--- config.mk ---
export PLATFORM = sky130hd
export DESIGN_NAME = addsub_pipe_flat
export DESIGN_NICKNAME = d
export VERILOG_FILES = /design/src/rtl/addsub_pkg.sv /design/src/rtl/addsub_pipe_if.sv /design/src/rtl/addsub_core.sv /design/src/rtl/addsub_pipe.sv /design/src/flat_wrapper.sv
export SDC_FILE = /design/constraint.sdc
export NUM_CORES = 1
export LEC_CHECK = 0
export CORE_MARGIN = 3
export CORE_UTILIZATION = 44
export DETAILED_ROUTE_END_ITERATION = 12
export PLACE_DENSITY_LB_ADDON = 0.1
export SYNTH_ARGS = -nofsm -noshare
export SYNTH_HDL_FRONTEND = slang
export SYNTH_SLANG_ARGS = --single-unit
--- constraint.sdc ---
create_clock -name clk -period 1.5 [get_ports clk]
set_input_delay 0.225 -clock clk [delete_from_list [all_inputs] [get_ports clk]]
set_output_delay 0.225 -clock clk [all_outputs]
set_load 0.005 [all_outputs]
--- src/rtl/addsub_pkg.sv ---
// Shared definitions for the addsub_pipe slice: flag bit positions, legal
// pipeline depth range and saturation limit helpers.
package addsub_pkg;

  localparam int unsigned FLAG_Z    = 0;
  localparam int unsigned FLAG_N    = 1;
  localparam int unsigned FLAG_V    = 2;
  localparam int unsigned FLAG_C    = 3;
  localparam int unsigned NUM_FLAGS = 4;

  localparam int unsigned STAGES_MIN = 1;
  localparam int unsigned STAGES_MAX = 4;

  // Largest positive two's-complement value for a w-bit word.
  function automatic logic [63:0] sat_smax(input int unsigned w);
    return (64'd1 << (w - 1)) - 64'd1;
  endfunction

  // Most negative two's-complement value for a w-bit word.
  function automatic logic [63:0] sat_smin(input int unsigned w);
    return 64'd1 << (w - 1);
  endfunction

endpackage

--- src/rtl/addsub_pipe_if.sv ---
// Operand/result handshake bundle for addsub_pipe.
// master: operand producer + result consumer; slave: the arithmetic unit.
interface addsub_pipe_if #(parameter int unsigned WIDTH = 8);

  logic             in_valid;
  logic             in_ready;
  logic [WIDTH-1:0] a;
  logic [WIDTH-1:0] b;
  logic             cin;
  logic             sub_en;
  logic             signed_en;
  logic             out_valid;
  logic             out_ready;
  logic [WIDTH-1:0] final_out;
  logic             cout;
  logic             zero_flag;
  logic             negative_flag;
  logic             overflow_flag;

  modport master (
    output in_valid, a, b, cin, sub_en, signed_en, out_ready,
    input  in_ready, out_valid, final_out, cout, zero_flag, negative_flag, overflow_flag
  );

  modport slave (
    input  in_valid, a, b, cin, sub_en, signed_en, out_ready,
    output in_ready, out_valid, final_out, cout, zero_flag, negative_flag, overflow_flag
  );

endinterface

--- src/rtl/addsub_core.sv ---
// Combinational add/subtract with Z/N/V/C flags.
// Optional clamp on overflow when ADDSUB_SAT_EN is defined.
module addsub_core
  import addsub_pkg::*;
#(
  parameter int unsigned WIDTH = 8
) (
  input  logic                 a_sign_unused_guard,
  input  logic [WIDTH-1:0]     a,
  input  logic [WIDTH-1:0]     b,
  input  logic                 cin,
  input  logic                 sub_en,
  input  logic                 signed_en,
  output logic [WIDTH-1:0]     result,
  output logic [NUM_FLAGS-1:0] flags
);

`ifdef ADDSUB_SAT_EN
  localparam logic [WIDTH-1:0] SMAX = WIDTH'(sat_smax(WIDTH));
  localparam logic [WIDTH-1:0] SMIN = WIDTH'(sat_smin(WIDTH));
`endif

  logic [WIDTH-1:0] bx;
  logic [WIDTH:0]   sum;
  logic [WIDTH-1:0] raw;
  logic             carry;
  logic             ovf;
  logic             guard_unused;

  // Sum on WIDTH+1 bits, overflow detection, optional clamp, then flags.
  always_comb begin
    guard_unused = a_sign_unused_guard;
    bx     = sub_en ? ~b : b;
    sum    = {1'b0, a} + {1'b0, bx} + {{WIDTH{1'b0}}, cin};
    raw    = sum[WIDTH-1:0];
    carry  = sum[WIDTH];
    if (signed_en)
      ovf = (a[WIDTH-1] == bx[WIDTH-1]) && (raw[WIDTH-1] != a[WIDTH-1]);
    else
      ovf = sub_en ? ~carry : carry;
    result = raw;
`ifdef ADDSUB_SAT_EN
    if (ovf) begin
      if (signed_en)
        result = a[WIDTH-1] ? SMIN : SMAX;
      else
        result = sub_en ? '0 : '1;
    end
`endif
    flags         = '0;
    flags[FLAG_Z] = (result == '0);
    flags[FLAG_N] = signed_en & result[WIDTH-1];
    flags[FLAG_V] = ovf;
    flags[FLAG_C] = carry;
  end

endmodule

--- src/rtl/addsub_pipe.sv ---
// Elastic STAGES-deep add/subtract pipeline with flags and sticky overflow.
// Optional feature macro: ADDSUB_SAT_EN (saturate result on overflow).
module addsub_pipe
  import addsub_pkg::*;
#(
  parameter int unsigned WIDTH  = 8,
  parameter int unsigned STAGES = 2
) (
  input  logic         clk,
  input  logic         rst,
  addsub_pipe_if.slave bus,
  input  logic         clr_sticky,
  output logic         sticky_ovf
);

  if (STAGES < STAGES_MIN || STAGES > STAGES_MAX) begin : g_bad_stages
    $error("addsub_pipe: STAGES out of range");
  end

  logic [WIDTH-1:0]     core_res;
  logic [NUM_FLAGS-1:0] core_flags;
  logic [WIDTH-1:0]     res_q   [STAGES];
  logic [NUM_FLAGS-1:0] flags_q [STAGES];
  logic [STAGES-1:0]    vld_q;
  logic [STAGES-1:0]    load;

  addsub_core #(.WIDTH(WIDTH)) u_core (
    .a_sign_unused_guard (1'b0),
    .a                   (bus.a),
    .b                   (bus.b),
    .cin                 (bus.cin),
    .sub_en              (bus.sub_en),
    .signed_en           (bus.signed_en),
    .result              (core_res),
    .flags               (core_flags)
  );

  // Stage i can load when out_ready or any stage at or after i is empty;
  // flattened from the recursive form to avoid a self-dependent vector.
  always_comb begin
    load = '0;
    for (int unsigned i = 0; i < STAGES; i++) begin
      load[i] = bus.out_ready;
      for (int unsigned j = i; j < STAGES; j++)
        load[i] = load[i] | ~vld_q[j];
    end
  end

  // Pipeline registers: stage 0 captures the core, later stages shift.
  always_ff @(posedge clk or posedge rst) begin
    if (rst) begin
      vld_q <= '0;
      for (int unsigned i = 0; i < STAGES; i++) begin
        res_q[i]   <= '0;
        flags_q[i] <= '0;
      end
    end else begin
      if (load[0]) begin
        vld_q[0]   <= bus.in_valid;
        res_q[0]   <= core_res;
        flags_q[0] <= core_flags;
      end
      for (int unsigned i = 1; i < STAGES; i++) begin
        if (load[i]) begin
          vld_q[i]   <= vld_q[i-1];
          res_q[i]   <= res_q[i-1];
          flags_q[i] <= flags_q[i-1];
        end
      end
    end
  end

  // Handshake and result outputs from the last stage.
  always_comb begin
    bus.in_ready      = load[0] & ~rst;
    bus.out_valid     = vld_q[STAGES-1];
    bus.final_out     = res_q[STAGES-1];
    bus.zero_flag     = flags_q[STAGES-1][FLAG_Z];
    bus.negative_flag = flags_q[STAGES-1][FLAG_N];
    bus.overflow_flag = flags_q[STAGES-1][FLAG_V];
    bus.cout          = flags_q[STAGES-1][FLAG_C];
  end

  // Sticky overflow: set wins over a coincident clear.
  always_ff @(posedge clk or posedge rst) begin
    if (rst)
      sticky_ovf <= 1'b0;
    else
      sticky_ovf <= (sticky_ovf & ~clr_sticky) |
                    (bus.out_valid & bus.out_ready & bus.overflow_flag);
  end

endmodule

--- src/flat_wrapper.sv ---
// flat-port wrapper written by rule: the top's interface ports become plain ports
module addsub_pipe_flat import addsub_pkg::*;
#(
  parameter int unsigned WIDTH  = 8,
  parameter int unsigned STAGES = 2
)
  (clk, rst, clr_sticky, sticky_ovf, bus_in_valid, bus_a, bus_b, bus_cin, bus_sub_en, bus_signed_en, bus_out_ready, bus_in_ready, bus_out_valid, bus_final_out, bus_cout, bus_zero_flag, bus_negative_flag, bus_overflow_flag);
  addsub_pipe_if #(.WIDTH(WIDTH)) bus_i ();
  input  logic clk;
  input  logic rst;
  input  logic clr_sticky;
  output logic sticky_ovf;
  input wire logic [$bits(bus_i.in_valid)-1:0] bus_in_valid;
  input wire logic [$bits(bus_i.a)-1:0] bus_a;
  input wire logic [$bits(bus_i.b)-1:0] bus_b;
  input wire logic [$bits(bus_i.cin)-1:0] bus_cin;
  input wire logic [$bits(bus_i.sub_en)-1:0] bus_sub_en;
  input wire logic [$bits(bus_i.signed_en)-1:0] bus_signed_en;
  input wire logic [$bits(bus_i.out_ready)-1:0] bus_out_ready;
  output wire logic [$bits(bus_i.in_ready)-1:0] bus_in_ready;
  output wire logic [$bits(bus_i.out_valid)-1:0] bus_out_valid;
  output wire logic [$bits(bus_i.final_out)-1:0] bus_final_out;
  output wire logic [$bits(bus_i.cout)-1:0] bus_cout;
  output wire logic [$bits(bus_i.zero_flag)-1:0] bus_zero_flag;
  output wire logic [$bits(bus_i.negative_flag)-1:0] bus_negative_flag;
  output wire logic [$bits(bus_i.overflow_flag)-1:0] bus_overflow_flag;
  assign bus_i.in_valid = bus_in_valid;
  assign bus_i.a = bus_a;
  assign bus_i.b = bus_b;
  assign bus_i.cin = bus_cin;
  assign bus_i.sub_en = bus_sub_en;
  assign bus_i.signed_en = bus_signed_en;
  assign bus_i.out_ready = bus_out_ready;
  assign bus_in_ready = bus_i.in_ready;
  assign bus_out_valid = bus_i.out_valid;
  assign bus_final_out = bus_i.final_out;
  assign bus_cout = bus_i.cout;
  assign bus_zero_flag = bus_i.zero_flag;
  assign bus_negative_flag = bus_i.negative_flag;
  assign bus_overflow_flag = bus_i.overflow_flag;
  addsub_pipe #(.WIDTH(WIDTH), .STAGES(STAGES)) u_core (.clk(clk), .rst(rst), .bus(bus_i), .clr_sticky(clr_sticky), .sticky_ovf(sticky_ovf));
endmodule
==> qor.txt, run 1 <==
Commonest non-fill, non-tap cell in the layout: buf_4
Clock Sink Count: 27
Sequential cell area fraction in the yosys report: 44.0%
Crit path from: bus_b[0]
Reg2reg end: u_core.flags_q[4]
Startpoint Class: input port
Via count: 1,262
Worst setup margin: -336 ps
CP endpoint kind: flip-flop
Design area: 2260 um^2
RSZ-0062 raised after global routing: yes
CTS max path bufs: 2
Max_cap viols: 0
HPWL after DPL: 2.43 mm
Syn avg cell area: 10.3 um^2
VDD IR max: 0.000418 V
Worst-skew pair later-pin latency: 320 ps
Largest net degree at the start of global routing: 28
Post-Synthesis Cell Area: 1540 um^2
Grt ovf: 0
Root Buffer: clkbuf_4
Final period utilization: 122%
Final Hold Viols: 0
Setup-failing EPs final: 8
Pins over their slew limit: 0
Final-stage net count: 243
Final critical-path required period: 1840 ps
CTS tree: done
1st-iter DRT viols: 47
Remaining DRCs: 0
# IOs: 39
Worst R2R Path Depth: 6
GRT Resource Usage Total: 15.9%
Number of CTS-inserted buffers: 3
Worst slew pin tran: 321 ps
Initial antenna violation count: 0
HP Class: in2async
Leak: 1.06 nW
WP data arrival: 2070 ps
Clk_skew: 9.51 ps
PD cells: 1030 nW/um^2
Synth Instances: 149
First-pass GRT wire length: 5.32 mm
Pre-CTS WS: -1160 ps
Initial core utilization: 48.3%
H-Tree Depth: 1
Die width: 65.1 um
Layout cells sized above 1: 34.4%
# diodes: 0
FP Rows: 20
Die area: 4240 um^2
DRT Pass-1 Iters: 4
Yosys cell types: 34
Final Util: 71.2%
Flop2flop setup slack: 40 ps
Synth Net Count: 182
Most frequent cells in the layout: 28 x buf_4, 27 x dfrtp_1, 26 x clkdlybuf4s50_1
Crit path max fanout: 2
Final WL: 3.09 mm
Vias in the first global route: 1,268
DR vias/cell: 4.99
Routability congestion estimate: 0.794
Clock-pin slew on the worst setup and hold paths: 140 ps
Critical R2R Launch: u_core.vld_q[1]
Core area: 3180 um^2
WL per Instance: 12.2 um
Number of port buffers: 38
Syn. warnings: 0
Die Y-Extent: 65.1 um
Crit path kind: in2reg
Number of synthesized register bits: 27
Fmax: 0.545 GHz
CP required: 1730 ps
Violated checks: negative setup slack
Detail Route Antenna Nets: 0
Relative slew margins: 78.6%
Area after DPL: 2110 um^2
Status: finished, violations left
Layout overhead on the synthesized area: 47.3%
state kept, by name, summed over array words and instances (netlist names):
signal / flops
u_core.bus.final_out: 8
u_core.res_q: 8
u_core.flags_q: 4
u_core.vld_q: 2
u_core.bus.cout: 1
u_core.bus.negative_flag: 1
u_core.bus.overflow_flag: 1
u_core.bus.zero_flag: 1
u_core.sticky_ovf: 1
synthesized netlist by cell type (all sizes together):
cell / instances / share of area [%]
a21o: 3 / 1.5
nor2: 8 / 2.0
mux2: 12 / 8.8
and4: 1 / 0.57
inv: 6 / 1.5
nand2b: 3 / 1.2
nand2: 15 / 3.7
clkbuf: 2 / 0.49
nor2b: 1 / 0.41
a32o: 1 / 0.65
and2: 1 / 0.41
xor2: 13 / 7.4
o221ai: 1 / 0.57
or3: 1 / 0.41
nor3: 2 / 0.65
fa: 2 / 2.6
o32ai: 1 / 0.57
nor3b: 2 / 0.98
a21oi: 8 / 2.6
dfrtp: 27 / 44
nand4: 1 / 0.41
o31ai: 1 / 0.49
and2b: 1 / 0.49
buf: 11 / 4.9
ha: 7 / 5.7
o21ai: 11 / 3.6
nand3: 2 / 0.65
and4b: 1 / 0.65
a22oi: 1 / 0.81
xnor2: 1 / 0.57
or2: 1 / 0.41
and3: 1 / 0.41
worst max path at each step:
stage / end / slack (ps) / depth (start not counted)
3_5_place_dp: u_core.flags_q[6] / -1160 / 11
4_1_cts: u_core.flags_q[6] / -400 / 11
3_3_place_gp: u_core.flags_q[6] / -1140 / 11
6_report: u_core.flags_q[4] / -340 / 12
5_1_grt: u_core.flags_q[4] / -420 / 12
2_1_floorplan: u_core.flags_q[6] / -580 / 11
per-layer routing:
layer / track usage, % / part of all wire [%]
met1: 18.2 / 40
met5: 0 / 0
met3: 1.03 / 3.7
met2: 30.5 / 54
met4: 6.22 / 1.8
final cells by class:
type | count | area [um^2]
inverter | 6 | 22.5
tap | 44 | 55.1
timing repair buffer | 69 | 621
fill | 261 | 915
sequential | 27 | 676
multi-input combinational | 103 | 863
clock buffer | 4 | 26.3
power by group:
group	internal, mW	switching (mW)	leakage [nW]
clock network	0.104	0.203	0.0150
logic	0.629	0.399	0.715
registers	0.915	0.0922	0.326
total	1.65	0.693	1.06
through the flow:
stage | setup TNS [ps] | instances | hold WS (ps) | power [mW]
floorplan | -3390 | 149 | 278 | 1.57
global placement | -9900 | 242 | 448 | 1.91
detailed placement | -10270 | 242 | 474 | 1.95
CTS | -1700 | 252 | 280 | 2.31
global route | -2360 | 253 | 308 | 2.50
finish | -1830 | 253 | 266 | 2.34
what timing repair did:
| item | in CTS | in global routing |
|---|---|---|
| pin swaps | 27 | 15 |
| hold buffers | 0 | 0 |
| setup endpoints to repair | 13 | 10 |
| gates resized for setup | 37 | 9 |
| setup buffers | 7 | 2 |
kinds of logic after synthesis:
group | synth area share (%)
xor+xnor | 7.98
simple gates | 13.3
buf+inv | 6.84
mux | 8.79
compound gates | 10.8
fa+ha+maj | 8.31
flops | 44.0
worst max-delay path: stages:
cell	delay (ps)
buf_6	90
xor2_2	170
fa_2	240
inv_2	40
fa_2	330
nand2b_4	160
buf_6	120
nand2b_4	60
a21oi_2	60
xor2_1	150
and4_1	190
a32o_1	230
Power figures use the tool's default switching activity.
==> run 2: changes to the inputs <==
--- a/config.mk
+++ b/config.mk
@@ -9,2 +9,3 @@
 export CORE_UTILIZATION = 44
+export CTS_BUF_LIST = sky130_fd_sc_hd__clkbuf_16
 export DETAILED_ROUTE_END_ITERATION = 12
--- a/constraint.sdc
+++ b/constraint.sdc
@@ -3,2 +3,2 @@
 set_output_delay 0.225 -clock clk [all_outputs]
-set_load 0.005 [all_outputs]
+set_load 0.1 [all_outputs]
==> run 2 against run 1 <==
  * The run still ends with negative setup slack left
  * Count of clock-buffer cells in the layout down 1
  * Global-route usage up 3.0 points
  * Non-clock buffer count up 3
  * Flip-flop and latch count unchanged
  * Register-to-register slack worse by 110 ps
  * Design area up 15%
==> qor.txt, run 2 (synthesis results as in run 1) <==
Status: finished, violations left
Violated checks: negative setup slack
Layout cells sized above 1: 50.5% (+16 points)
Grt ovf: 0 (unchanged)
Worst slew pin tran: 278 ps (-42.4 ps)
Fillers: 193 (-26%)
Hold WS: 372 ps (+106 ps)
H-Tree Depth: 1 (unchanged)
Leak: 1.21 nW (+14%)
Clk_skew: 2.71 ps (-6.80 ps)
Placed cell count: 247 (+2.1%)
VDD IR max: 0.000559 V (+33%)
Initial core utilization: 48.3% (unchanged)
Die area: 4240 um^2 (unchanged)
Vias in the first global route: 1,352 (+6.6%)
Crit path kind: in2reg
# diodes: 0 (unchanged)
Worst setup margin: -414 ps (-77.6 ps)
Clock Sink Count: 27 (unchanged)
CTS tree: done
Startpoint Class: input port
Die Y-Extent: 65.1 um (unchanged)
Clock-pin slew on the worst setup and hold paths: 60 ps (-80 ps)
Final-stage net count: 246 (+1.2%)
Remaining DRCs: 0 (unchanged)
Final Hold Viols: 0 (unchanged)
1st-iter DRT viols: 32 (-32%)
WL per Instance: 14.9 um (+23%)
Final period utilization: 128% (+5.2 points)
Core area: 3180 um^2 (unchanged)
# IOs: 39 (unchanged)
WP data arrival: 2110 ps (+40 ps)
HP Class: in2async
GRT Resource Usage Total: 18.9% (+3.0 points)
FP Rows: 20 (unchanged)
Layout overhead on the synthesized area: 69.6%
Routability congestion estimate: 0.955 (+20%)
CP required: 1690 ps (-40 ps)
DRT Pass-1 Iters: 4 (unchanged)
Max_cap viols: 0 (unchanged)
Hold_buf cts: 0 (unchanged)
Number of port buffers: 38 (unchanged)
Commonest non-fill, non-tap cell in the layout: buf_4
Via count: 1,292 (+2.4%)
Final critical-path required period: 1910 ps (+77.6 ps)
Setup-failing EPs final: 10 (+2)
Power consumption: 3.88 mW (+66%)
CP endpoint kind: flip-flop
RSZ-0062 raised after global routing: yes
Most frequent cells in the layout: 33 x buf_4, 26 x dfrtp_1, 15 x nand2_1, 15 x buf_12, 11 x clkdlybuf4s50_1
Relative slew margins: 81.4% (+2.8 points)
Total negative slack: -2110 ps (-283 ps)
Die width: 65.1 um (unchanged)
Largest net degree at the start of global routing: 17 (-39%)
Root Buffer: clkbuf_16
Initial antenna violation count: 0 (unchanged)
Detail Route Antenna Nets: 0 (unchanged)
Number of CTS-inserted buffers: 3 (unchanged)
Final WL: 3.83 mm (+24%)
Pins over their slew limit: 0 (unchanged)
Crit path max fanout: 2 (unchanged)
CTS max path bufs: 2 (unchanged)
Worst-skew pair later-pin latency: 250 ps (-70 ps)
Non-filler cells, final: 256 (+1.2%)
HPWL after DPL: 2.77 mm (+14%)
Fmax: 0.522 GHz (-4.1%)
PD cells: 1490 nW/um^2 (+44%)
First-pass GRT wire length: 6.18 mm (+16%)
DR vias/cell: 5.05 (+1.2%)
run 2: worst paths after layout:
check | from | endpoint | slack (ps) | depth (start not counted)
max | bus_b[0] | u_core.flags_q[6] | -410 | 11
min | rst | u_core.bus.negative_flag | 370 | 3
max reg2reg | u_core.vld_q[1] | u_core.flags_q[6] | -70 | 6
min reg2reg | u_core.res_q[8] | u_core.res_q[8] | 500 | 2
max in group asynchronous | rst | u_core.res_q[10] | 920 | 3
min in group clk | u_core.res_q[8] | u_core.res_q[8] | 500 | 2
run 2: power by group:
| group | leakage, nW | internal [mW] | switching [mW] | total [mW] |
|---|---|---|---|---|
| Clock | 0.0409 | 0.359 | 0.224 | 0.583 |
| Sequential | 0.326 | 0.920 | 0.169 | 1.09 |
| Combinational | 0.843 | 0.942 | 1.27 | 2.21 |
run 2: final cells by class:
class                   instances  area, um^2  area share [%]
repair buffers                 72         783            30.1
multi-input cells             103         986            37.8
clock buffers                   3        75.1            2.88
well taps                      44        55.1            2.11
clock inverters                 1        5.00           0.192
flip-flops and latches         27         679            26.1
inverters                       6        22.5           0.864
run 2: stage by stage:
| step | cell area [um^2] | setup slack [ps] | util [%] |
|---|---|---|---|
| final | 2610 | -414 | 82.0 |
| after global routing | 2610 | -496 | 82.0 |
| after CTS | 2540 | -436 | 79.8 |
| after detailed placement | 2340 | -1180 | 73.6 |
| after global placement | 2340 | -1100 | 73.6 |
| after floorplan | 1670 | -576 | - |
run 2: critical path: stages:
cell and delay (ps):
buf_6 90, xor2_2 170, fa_2 240, inv_2 40, fa_2 340, nand2b_4 170, a21oi_4 150, o221ai_2 120
xor2_1 150, or3_1 320, nand3_1 70
run 2: repair_timing:
item | CTS | global route
gates resized for setup | 49 | 15
setup buffers | 7 | 1
pin swaps | 32 | 16
endpoints found under the setup margin | 12 | 11
run 2: per-layer routing:
metal	up-vias	routed length (um)	share of wire, %	global-route usage (%)
met1	642	1490	39	21.7
met2	27	2140	56	36.0
li1	619	-	-	-
met3	4	131	3.4	1.37
met4	0	70	1.8	7.51
met5	-	0	0	0
